===== src/rtl/hazard_unit.sv =====
// Pipeline hazard unit: forwarding selects, load/branch stall detection and
// an IDLE/RUN/DONE sequencer that holds the pipeline for iterative mul/div.
module hazard_unit #(
  parameter int MUL_CYCLES = 4,
  parameter int DIV_CYCLES = 32
) (
  input  logic       clk,
  input  logic       reset,
  input  logic [4:0] rs_D,
  input  logic [4:0] rt_D,
  input  logic [4:0] rs_E,
  input  logic [4:0] rt_E,
  input  logic [4:0] writereg_E,
  input  logic [4:0] writereg_M,
  input  logic [4:0] writereg_W,
  input  logic       regwrite_E,
  input  logic       regwrite_M,
  input  logic       regwrite_W,
  input  logic       memtoreg_E,
  input  logic       memtoreg_M,
  input  logic       branch_D,
  input  logic       md_start_E,
  input  logic       md_op_E,
  output logic [1:0] forward_A_E,
  output logic [1:0] forward_B_E,
  output logic       forward_A_D,
  output logic       forward_B_D,
  output logic       stall_F,
  output logic       stall_D,
  output logic       stall_E,
  output logic       flush_E,
  output logic       md_go,
  output logic       md_op_q,
  output logic       md_busy,
  output logic       md_done
);

  typedef enum logic [1:0] {IDLE, RUN, DONE} state_t;

  localparam logic [5:0] MUL_LOAD = 6'(MUL_CYCLES - 1);
  localparam logic [5:0] DIV_LOAD = 6'(DIV_CYCLES - 1);

  state_t     state, state_next;
  logic [5:0] cnt, cnt_next;
  logic       op_q, op_q_next;
  logic       go_raw;

  logic [1:0] fwd_a_e, fwd_b_e;
  logic       fwd_a_d, fwd_b_d;
  logic       lwstall, brstall, mdstall;

  // Register 0 is hardwired, so it can never be a real producer.
  function automatic logic hit(input logic [4:0] src, input logic [4:0] dst,
                               input logic en);
    return en && (dst != 5'd0) && (src == dst);
  endfunction

  function automatic logic [1:0] fwd_sel(input logic [4:0] src);
    if (hit(src, writereg_M, regwrite_M))      return 2'b10;
    else if (hit(src, writereg_W, regwrite_W)) return 2'b01;
    else                                       return 2'b00;
  endfunction

  always_comb begin
    fwd_a_e = fwd_sel(rs_E);
    fwd_b_e = fwd_sel(rt_E);
    fwd_a_d = hit(rs_D, writereg_M, regwrite_M);
    fwd_b_d = hit(rt_D, writereg_M, regwrite_M);
    lwstall = hit(rs_D, writereg_E, memtoreg_E) ||
              hit(rt_D, writereg_E, memtoreg_E);
    brstall = branch_D &&
              (hit(rs_D, writereg_E, regwrite_E) || hit(rt_D, writereg_E, regwrite_E) ||
               hit(rs_D, writereg_M, memtoreg_M) || hit(rt_D, writereg_M, memtoreg_M));
  end

  always_ff @(posedge clk) begin
    if (!reset) begin
      state <= IDLE;
      cnt   <= 6'd0;
      op_q  <= 1'b0;
    end else begin
      state <= state_next;
      cnt   <= cnt_next;
      op_q  <= op_q_next;
    end
  end

  // Starts are only accepted in IDLE; DONE always returns to IDLE.
  always_comb begin
    state_next = state;
    cnt_next   = cnt;
    op_q_next  = op_q;
    go_raw     = 1'b0;
    case (state)
      IDLE: begin
        if (md_start_E) begin
          go_raw     = 1'b1;
          op_q_next  = md_op_E;
          cnt_next   = md_op_E ? DIV_LOAD : MUL_LOAD;
          state_next = RUN;
        end
      end
      RUN: begin
        if (cnt == 6'd0) state_next = DONE;
        else             cnt_next   = cnt - 6'd1;
      end
      DONE:    state_next = IDLE;
      default: state_next = IDLE;
    endcase
  end

  assign mdstall = go_raw || (state == RUN);

  // Every output is forced low while reset is held.
  always_comb begin
    forward_A_E = reset ? fwd_a_e : 2'b00;
    forward_B_E = reset ? fwd_b_e : 2'b00;
    forward_A_D = reset && fwd_a_d;
    forward_B_D = reset && fwd_b_d;
    stall_F     = reset && (lwstall || brstall || mdstall);
    stall_D     = reset && (lwstall || brstall || mdstall);
    stall_E     = reset && mdstall;
    flush_E     = reset && (lwstall || brstall) && !mdstall;
    md_go       = reset && go_raw;
    md_op_q     = reset && op_q;
    md_busy     = reset && (state == RUN);
    md_done     = reset && (state == DONE);
  end

endmodule


===== config.mk =====
export PLATFORM = sky130hd
export DESIGN_NAME = hazard_unit
export DESIGN_NICKNAME = d
export VERILOG_FILES = /design/src/rtl/hazard_unit.sv
export SDC_FILE = /design/constraint.sdc
export NUM_CORES = 1
export LEC_CHECK = 0
export CORE_ASPECT_RATIO = 1.25
export CORE_MARGIN = 2
export CORE_UTILIZATION = 25
export CTS_BUF_LIST = sky130_fd_sc_hd__clkbuf_4
export DETAILED_ROUTE_END_ITERATION = 7
export SYNTH_ARGS = -nofsm -noshare
export SYNTH_HDL_FRONTEND = slang
export SYNTH_SLANG_ARGS = --single-unit

===== constraint.sdc =====
create_clock -name clk -period 1.3 [get_ports clk]
set_input_delay 0.195 -clock clk [delete_from_list [all_inputs] [get_ports clk]]
set_output_delay 0.195 -clock clk [all_outputs]
set_load 0.005 [all_outputs]

==> results.cfg, run 1 <==
[power]
p_leak_nw = 1.05
p_int_w = 0.00101
p_switching_w = 0.000626
cellPowerDensity_nw_per_um2 = 682
power_switching_share = 0.382
power_w = 0.00164
irDropWorstVdd_mv = 0.276
combPwrFrac = 0.614
seqPwrFrac = 0.231
p_clk_frac = 0.155

[hold_path]
min_path_type = in2reg
holdPathStages = 4

[critical_path]
startpoint = writereg_M[1]
end_kind = output pin
critPathLaunchType = input port
reg2reg_slack_ns = -0.05
r2r-start = cnt[0]
reg2reg_depth = 5
cp.arrival_ns = 1.43
path_max_fanout = 4
cp-endpoint = forward_B_E[0]
cp.required_ns = 1.11
worstSetupPathType = in2out
r2r-end = cnt[5]

[cells_and_area]
drive_gt1_frac = 0.617
diodes = 0
area_growth_pct = 124
nNetsFinal = 291
fin_util = 0.586
layout_commonest_cell = buf_4
n_fill_cell = 382
mostFrequentLayoutCells = 28 x buf_4, 26 x buf_6, 21 x xor2_1

[logic_synthesis]
ys_ff_latch = 9
ys_top_cells_by_area = xor2_1 19%, dfxtp_1 17%, xnor2_1 15%
synth_top_area_frac = 0.188
synth.area.mux_share = 0
synthCells = 144
synth_area_sq_um = 1070
ys_seq_area_frac = 0.168
synthAdderAreaFrac = 0.0233
synth_fp_nets = 191
synth_compound_area_frac = 0.126
synth_simple_gate_area_share = 0.293
yosys_warnings = 0
synth_area_per_cell_sq_um = 7.45
synth_top_family_by_area = XOR/XNOR gates
synthXorXnorAreaFrac = 0.335
synth_area_leader_cell = xor2_1
synth_cell_types = 27

[drt]
num_vias = 1358
wl_mm = 3.99
detail_route.wl_per_cell_microns = 13.4
first_pass_iters = 4
drt-initial-drc-count = 18
remaining_drc_errors = 0
drtAntennaViolNets = 0
post_drt_via_cell_ratio = 4.54

[run_status]
violations = negative setup slack
status = complete, but fails checks

[floorplanning]
core_sq_um = 4100
chipWidth_microns = 62.6
start_util = 0.262
die_height_microns = 77.2
ios = 59
die_area_sq_um = 4830
rows = 26

[place]
dp_hpwl_mm = 2.86
preCtsSetupSlack_ns = -1.08
place_congestion = 0.816
port_buffers = 58

[sta]
fin_crit_sh = 1.25
final_max_slew_viol_count = 0
holdWs_ns = 0.336
setup_ws_ns = -0.327
tns_ns = -1.74
worst-slew-pin-transition_ns = 0.309
final_hold_viol_count = 0
setup_viol = 10
fmax_ghz = 0.615
rsz0062_at_grt = yes
period_minus_slack_ns = 1.63
finClkSkew_ns = 0.00612
relSlewSlack = 0.793

[global_route]
first_global_vias = 1468
antenna_found_initial = 0
grt_usage = 0.161
gr-total-overflow = 0
grt_max_degree = 13
grt_pass1_wl_mm = 6.28

[clock_tree]
postCtsHoldBufs = 0
cts_buffer_depth = 2
h-tree-depth = 1
cts_tree = yes
cts.sinks = 9
clkLatencyLatePin_ns = 0.28
cts-root-buf = clkbuf_4
cts_buffers = 3
clkTransAtPathRegs_ns = 0.07

[flow_run]
cap_viol_max_count = 0
==> how the worst min path moves through the flow <==
stage	start	endpoint	slack [ns]
3_3_place_gp	op_q	op_q	0.44
6_report	reset	cnt[3]	0.34
3_5_place_dp	op_q	op_q	0.44
2_1_floorplan	md_op_E	op_q	0.34
5_1_grt	reset	cnt[2]	0.35
4_1_cts	reset	cnt[3]	0.35
==> power groups by stage <==
stage	registers (W)	clock network [W]	logic (W)
floorplan	0.000362	0	0.000357
global placement	0.000362	0	0.000734
detailed placement	0.000362	0	0.000739
CTS	0.000377	0.000253	0.000860
global route	0.000386	0.000271	0.00110
finish	0.000379	0.000253	0.00101
==> cell usage after synthesis <==
library cell  number
xor2_1            23
xnor2_1           18
a21oi_1           12
nor2_1            11
dfxtp_1            9
nor3_1             9
nand3_1            8
o21ai_0            7
inv_1              6
nand2_1            6
and3_1             5
buf_2              5
and2_1             4
nor4_2             3
or4_1              3
ha_1               2
nor4_1             2
o211ai_1           2
a21o_2             1
a311oi_1           1
and4_1             1
buf_4              1
clkbuf_1           1
nand2b_4           1
nand3b_1           1
nor2b_1            1
o21a_1             1
==> worst max-delay path, stage by stage <==
cell	delay [ns]
buf_6	0.11
buf_6	0.11
xor2_1	0.26
nor4_4	0.08
buf_4	0.13
buf_4	0.13
nor4_4	0.25
buf_2	0.16
==> final cells by class <==
class	instances	area, sq um	area share
clock buffers	4	30.0	0.0125
inverters	6	22.5	0.00937
multi-input cells	122	1190	0.496
flip-flops and latches	9	186	0.0776
well taps	56	70.1	0.0292
repair buffers	102	903	0.376
==> per-layer routing <==
metal  routed length [microns]  part of all wire  GRT usage
met1                      1420              0.35      0.157
met2                      2330              0.58      0.331
met3                       174             0.044     0.0235
met4                        71             0.018     0.0578
met5                         0                 0          0
==> cells by family (layout without fill, tap and decap cells) <==
group           count (synthesis)  after routing
buf+inv                        13            112
flops                           9              9
compound gates                 24             24
xor+xnor                       41             41
simple gates                   55             55
fa+ha+maj                       2              2
==> registers in the layout (all words and copies together), names as in the netlist <==
register / cells
op_q: 1
cnt: 6
state: 2
==> what timing repair did <==
item / CTS / global route
endpoints found under the setup margin: 20 / 18
buffers inserted: 10 / 3
gates cloned: 0 / 0
resized for setup: 267 / 40
pin swaps: 51 / 34
==> through the flow <==
stage	area, sq um	cells
2_1_floorplan	1090	144
3_3_place_gp	1940	284
3_5_place_dp	1940	284
4_1_cts	2200	298
5_1_grt	2400	299
6_report	2400	299
(Power assumes the default switching activity.)
==> inputs of run 2 (changes only) <==
--- a/config.mk
+++ b/config.mk
@@ -10,6 +10,7 @@
 export CORE_UTILIZATION = 25
 export CTS_BUF_LIST = sky130_fd_sc_hd__clkbuf_4
 export DETAILED_ROUTE_END_ITERATION = 7
+export MAX_ROUTING_LAYER = met4
 export SYNTH_ARGS = -nofsm -noshare
 export SYNTH_HDL_FRONTEND = slang
 export SYNTH_SLANG_ARGS = --single-unit
==> run 2 against run 1 <==
Compared with the run above: the flow still finishes with violations (negative setup slack); first-iteration DRC count increased by 83%; clock-buffer cell count unchanged; worst hold slack better by 0.0010 ns; final area unchanged; maximum frequency about the same; largest cell class unchanged; highest routed layer unchanged.
==> results.cfg, run 2 (synthesized netlist as in run 1, its figures left out) <==
[place]
preCtsSetupSlack_ns = -1.08
port_buffers = 58
dp_hpwl_mm = 2.86
place_area_sq_um = 1940
place_congestion = 0.828

[clock_tree]
postCtsHoldBufs = 0
clkTransAtPathRegs_ns = 0.07
cts_buffers = 3
cts.sinks = 9
cts_buffer_depth = 2
h-tree-depth = 1
clkLatencyLatePin_ns = 0.28
cts_tree = yes
cts-root-buf = clkbuf_4

[critical_path]
cp_top_family = buffers and inverters
path_buf_inv = 5
critPathLaunchType = input port
cpMaxStageDelayCell = xor2_1
cp.required_ns = 1.11
path_cells = buf_6 -> buf_6 -> xor2_1 -> nor4_4 -> buf_4 -> buf_4 -> nor4_4 -> buf_2
slowest_delay_ns = 0.26
end_kind = output pin
path_max_fanout = 4
worstSetupPathType = in2out
cp.arrival_ns = 1.43

[drt]
post_drt_via_cell_ratio = 4.55
remaining_drc_errors = 0
drt-initial-drc-count = 33
detail_route.wl_per_cell_microns = 13.4
first_pass_iters = 4
drtAntennaViolNets = 0
wl_mm = 4.00
num_vias = 1361

[floorplanning]
rows = 26
core_sq_um = 4100
ios = 59
die_area_sq_um = 4830
start_util = 0.262
die_height_microns = 77.2
chipWidth_microns = 62.6

[power]
seqPwrFrac = 0.231
p_leak_nw = 1.05
power_switching_share = 0.382
power_w = 0.00164
p_switching_w = 0.000625
p_int_w = 0.00101
irDropWorstVdd_mv = 0.276
combPwrFrac = 0.614
p_clk_frac = 0.154
cellPowerDensity_nw_per_um2 = 682

[run_status]
status = complete, but fails checks
violations = negative setup slack

[flow_run]
cap_viol_max_count = 0

[global_route]
grt_usage = 0.166
use_met3 = 0.0176
gr-total-overflow = 0
grt_max_degree = 13
first_global_vias = 1465
grt_pass1_wl_mm = 6.29
antenna_found_initial = 0
grt_use_met1 = 0.162
grt.met2_usage = 0.331
busiest_layer = met2

[cells_and_area]
largest_reg_flops = 6
diodes = 0
mostFrequentLayoutCells = 28 x buf_4, 26 x buf_6, 21 x xor2_1
fin_area_sq_um = 2400
nNetsFinal = 291
area_growth_pct = 124
drive_gt1_frac = 0.617
layout_commonest_cell = buf_4
largest-register = cnt
reg.largest.list = cnt x6, state x2, op_q x1

[sta]
fmax_ghz = 0.615
rsz0062_at_grt = yes
worst-slew-pin-transition_ns = 0.306
setup_viol = 10
finClkSkew_ns = 0.00622
period_minus_slack_ns = 1.63
fin_crit_sh = 1.25
final_hold_viol_count = 0
holdWs_ns = 0.337
setup_ws_ns = -0.327
final_max_slew_viol_count = 0
relSlewSlack = 0.795

[hold_path]
min_path_type = in2reg
-- run 2: cell counts in the layout (fill, tap and decap cells not counted) --
No cell type changed its count.
-- run 2: power by group through the flow --
stage	logic, W	registers [W]	clock network [W]
after floorplan	0.000357	0.000362	0
after global placement	0.000734	0.000362	0
after detailed placement	0.000739	0.000362	0
after CTS	0.000860	0.000377	0.000253
after global routing	0.00110	0.000386	0.000271
final	0.00101	0.000379	0.000253
-- run 2: timing repair --
action | in CTS | in global routing
pin swaps | 51 | 34
hold endpoints to repair | 0 | 0
cloned | 0 | 0
setup buffers | 10 | 3
endpoints found under the setup margin | 20 | 18
gates resized for setup | 267 | 40
-- run 2: final timing paths --
path	start	to	slack (ns)	cells past startpoint
worst max-delay path	writereg_M[1]	forward_B_E[0]	-0.33	8
worst min-delay path	reset	cnt[3]	0.34	4
worst max register to register	cnt[0]	cnt[5]	-0.05	5
worst min register to register	op_q	op_q	0.46	2
-- run 2: final cells by class --
type                       instances  area, sq um
clock buffer                       4         30.0
timing repair buffer             102          903
multi-input combinational        122         1190
tap                               56         70.1
fill                             382         1700
inverter                           6         22.5
sequential                         9          186
-- run 2: metal layers --
metal,wire length (microns),part of all wire
met2,2330,0.58
met1,1430,0.36
met5,0,0
met4,71,0.018
met3,164,0.041
-- run 2: per-stage QoR --
| stage | cells | setup TNS (ns) | utilization |
|---|---|---|---|
| after global placement | 284 | -14.12 | 0.474 |
| after detailed placement | 284 | -14.42 | 0.474 |
| after floorplan | 144 | -0.00244 | - |
| final | 299 | -1.74 | 0.586 |
| after global routing | 299 | -2.84 | 0.586 |
| after CTS | 298 | -1.75 | 0.538 |
-- run 2: worst register-to-register path: stages (launching register included) --
cell	delay, ns
dfxtp_2	0.34
nor3_2	0.31
nand3_1	0.17
a21oi_2	0.15
xor2_1	0.15
and3_1	0.17
==> inputs of run 3 (changes only) <==
--- a/config.mk
+++ b/config.mk
@@ -11,6 +11,7 @@
 export CTS_BUF_LIST = sky130_fd_sc_hd__clkbuf_4
 export DETAILED_ROUTE_END_ITERATION = 7
 export MAX_ROUTING_LAYER = met4
+export SETUP_SLACK_MARGIN = 0.4
 export SYNTH_ARGS = -nofsm -noshare
 export SYNTH_HDL_FRONTEND = slang
 export SYNTH_SLANG_ARGS = --single-unit
==> run 3 against run 2 <==
Compared with the run above: wire length shrank 3.9%; worst hold slack better by 0.028 ns; largest power group unchanged; power rose by 3.1%; sequential power shrank 1%; the run still ends with negative setup slack left; clock power shrank 2%; first-iteration DRC count increased by 27%; clock skew down 0.0021 ns; setup slack better by 0.077 ns.
==> results.cfg, run 3 (synthesized netlist as in run 1, its figures left out) <==
[sta]
worst-slew-pin-transition_ns = 0.257
final_hold_viol_count = 0
rsz0062_at_grt = yes
tns_ns = -1.67
relSlewSlack = 0.827
finClkSkew_ns = 0.00414
setup_ws_ns = -0.250
fin_crit_sh = 1.19
period_minus_slack_ns = 1.55
setup_viol = 13
holdWs_ns = 0.364
final_max_slew_viol_count = 0
fmax_ghz = 0.645

[place]
dp_hpwl_mm = 2.90
port_buffers = 58
place_congestion = 0.800

[cells_and_area]
drive_gt1_frac = 0.688
area_growth_pct = 135
diodes = 0
largest-register = cnt
seqCellArea_sq_um = 189
reg.largest.list = cnt x6, state x2, op_q x1
mostFrequentLayoutCells = 38 x buf_6, 24 x buf_4, 22 x buf_2
nNetsFinal = 301
n_fill_cell = 360
largest_reg_flops = 6
layout_commonest_cell = buf_6
multi_input_area_sq_um = 1190

[flow_run]
cap_viol_max_count = 0

[critical_path]
r2r-start = state[1]
cp_top_family = simple AND/OR/NAND/NOR gates
cpMaxStageDelayCell = or4_1
path_buf_inv = 2
cp.arrival_ns = 1.36
cp.required_ns = 1.11
critPathLaunchType = input port
cpMostUsedCell = or4_1
end_kind = output pin
reg2reg_slack_ns = -0.11
worstSetupPathType = in2out
path_max_fanout = 2
path_cells = buf_6 -> or4_1 -> o211ai_1 -> or4_1 -> nor4_2 -> buf_2
r2r-end = cnt[4]
reg2reg_depth = 8
slowest_delay_ns = 0.53

[hold_path]
min_path_type = in2reg
holdPathEnd = cnt[2]
hold_start = reset
holdPathStages = 4

[clock_tree]
cts.sinks = 9
cts_buffers = 3
cts_buffer_depth = 2
clkTransAtPathRegs_ns = 0.06
h-tree-depth = 1
clkLatencyLatePin_ns = 0.27
cts_tree = yes
cts-root-buf = clkbuf_4
postCtsHoldBufs = 0

[drt]
wl_mm = 3.85
drt-initial-drc-count = 42
post_drt_via_cell_ratio = 4.45
detail_route.wl_per_cell_microns = 12.4
first_pass_iters = 4
remaining_drc_errors = 0
drtAntennaViolNets = 0
num_vias = 1376

[global_route]
gr-total-overflow = 0
antenna_found_initial = 0
grt_usage = 0.156
grt_max_degree = 7
grt_pass1_wl_mm = 5.98
first_global_vias = 1365

[power]
p_leak_nw = 1.13
irDropWorstVdd_mv = 0.287
power_w = 0.00169
cellPowerDensity_nw_per_um2 = 671

[floorplanning]
core_sq_um = 4100
die_height_microns = 77.2
rows = 26
chipWidth_microns = 62.6
start_util = 0.262
ios = 59
die_area_sq_um = 4830

[run_status]
status = complete, but fails checks
violations = negative setup slack
## run 3: cell count changes in the layout (fill, tap and decap cells not counted), moves of 3 or more
cell / before / now
buf_6: 26 / 38
xor2_1: 21 / 16
xor2_2: 1 / 6
buf_4: 28 / 24
clkdlybuf4s15_1: 7 / 3
clkdlybuf4s15_2: 3 / 6
nand2_1: 3 / 0
nand2_2: 2 / 5
xnor2_2: 7 / 10
## run 3: how the worst max path moves through the flow
stage                  start        endpoint  depth (start not counted)  slack, ns
2_1_floorplan         cnt[2]          cnt[5]                          5       0.05
3_3_place_gp   writereg_W[4]  forward_A_E[0]                          6      -1.04
6_report       writereg_W[3]  forward_A_E[0]                          6      -0.25
4_1_cts        writereg_W[3]  forward_A_E[0]                          6      -0.37
5_1_grt        writereg_W[3]  forward_A_E[0]                          6      -0.32
3_5_place_dp   writereg_W[4]  forward_A_E[0]                          6      -1.07
## run 3: timing repair
item,4_1_cts,5_1_grt
cloned,1,0
setup buffers,10,3
setup endpoints to repair,23,23
hold endpoints to repair,0,0
pin swaps,55,32
gates resized for setup,240,61
## run 3: final cells by class
| cell class | instances | area share |
|---|---|---|
| multi-input cells | 122 | 0.475 |
| repair buffers | 112 | 0.401 |
| flip-flops and latches | 9 | 0.0751 |
| well taps | 56 | 0.0278 |
| clock buffers | 4 | 0.0119 |
| inverters | 6 | 0.00895 |
## run 3: metal layers
| metal | vias up | share of wire | wire length [microns] | GRT usage |
|---|---|---|---|---|
| li1 | 715 | - | - | - |
| met1 | 619 | 0.40 | 1520 | 0.181 |
| met2 | 39 | 0.56 | 2160 | 0.287 |
| met3 | 3 | 0.035 | 134 | 0.0117 |
| met4 | 0 | 0.0073 | 28 | 0.0400 |
| met5 | - | 0 | 0 | - |
## run 3: worst min-delay path, cell delays in order
cell     delay (ns)
buf_2          0.14
buf_2          0.17
o21ai_2        0.06
a21oi_1        0.04
## run 3: where the power goes
| part | total, W | switching, W | internal, W | leakage, nW |
|---|---|---|---|---|
| sequential | 0.000375 | 0.0000456 | 0.000330 | 0.0766 |
| combinational | 0.00107 | 0.000472 | 0.000594 | 1.03 |
| clock | 0.000248 | 0.000108 | 0.000140 | 0.0184 |
## run 3: metrics by stage
stage | instance area [sq um] | cells | util | setup slack, ns
floorplan | 1210 | 144 | - | 0.0497
global placement | 2080 | 291 | 0.508 | -1.04
detailed placement | 2080 | 291 | 0.508 | -1.07
CTS | 2300 | 306 | 0.560 | -0.365
global route | 2520 | 309 | 0.614 | -0.323
finish | 2520 | 309 | 0.614 | -0.250
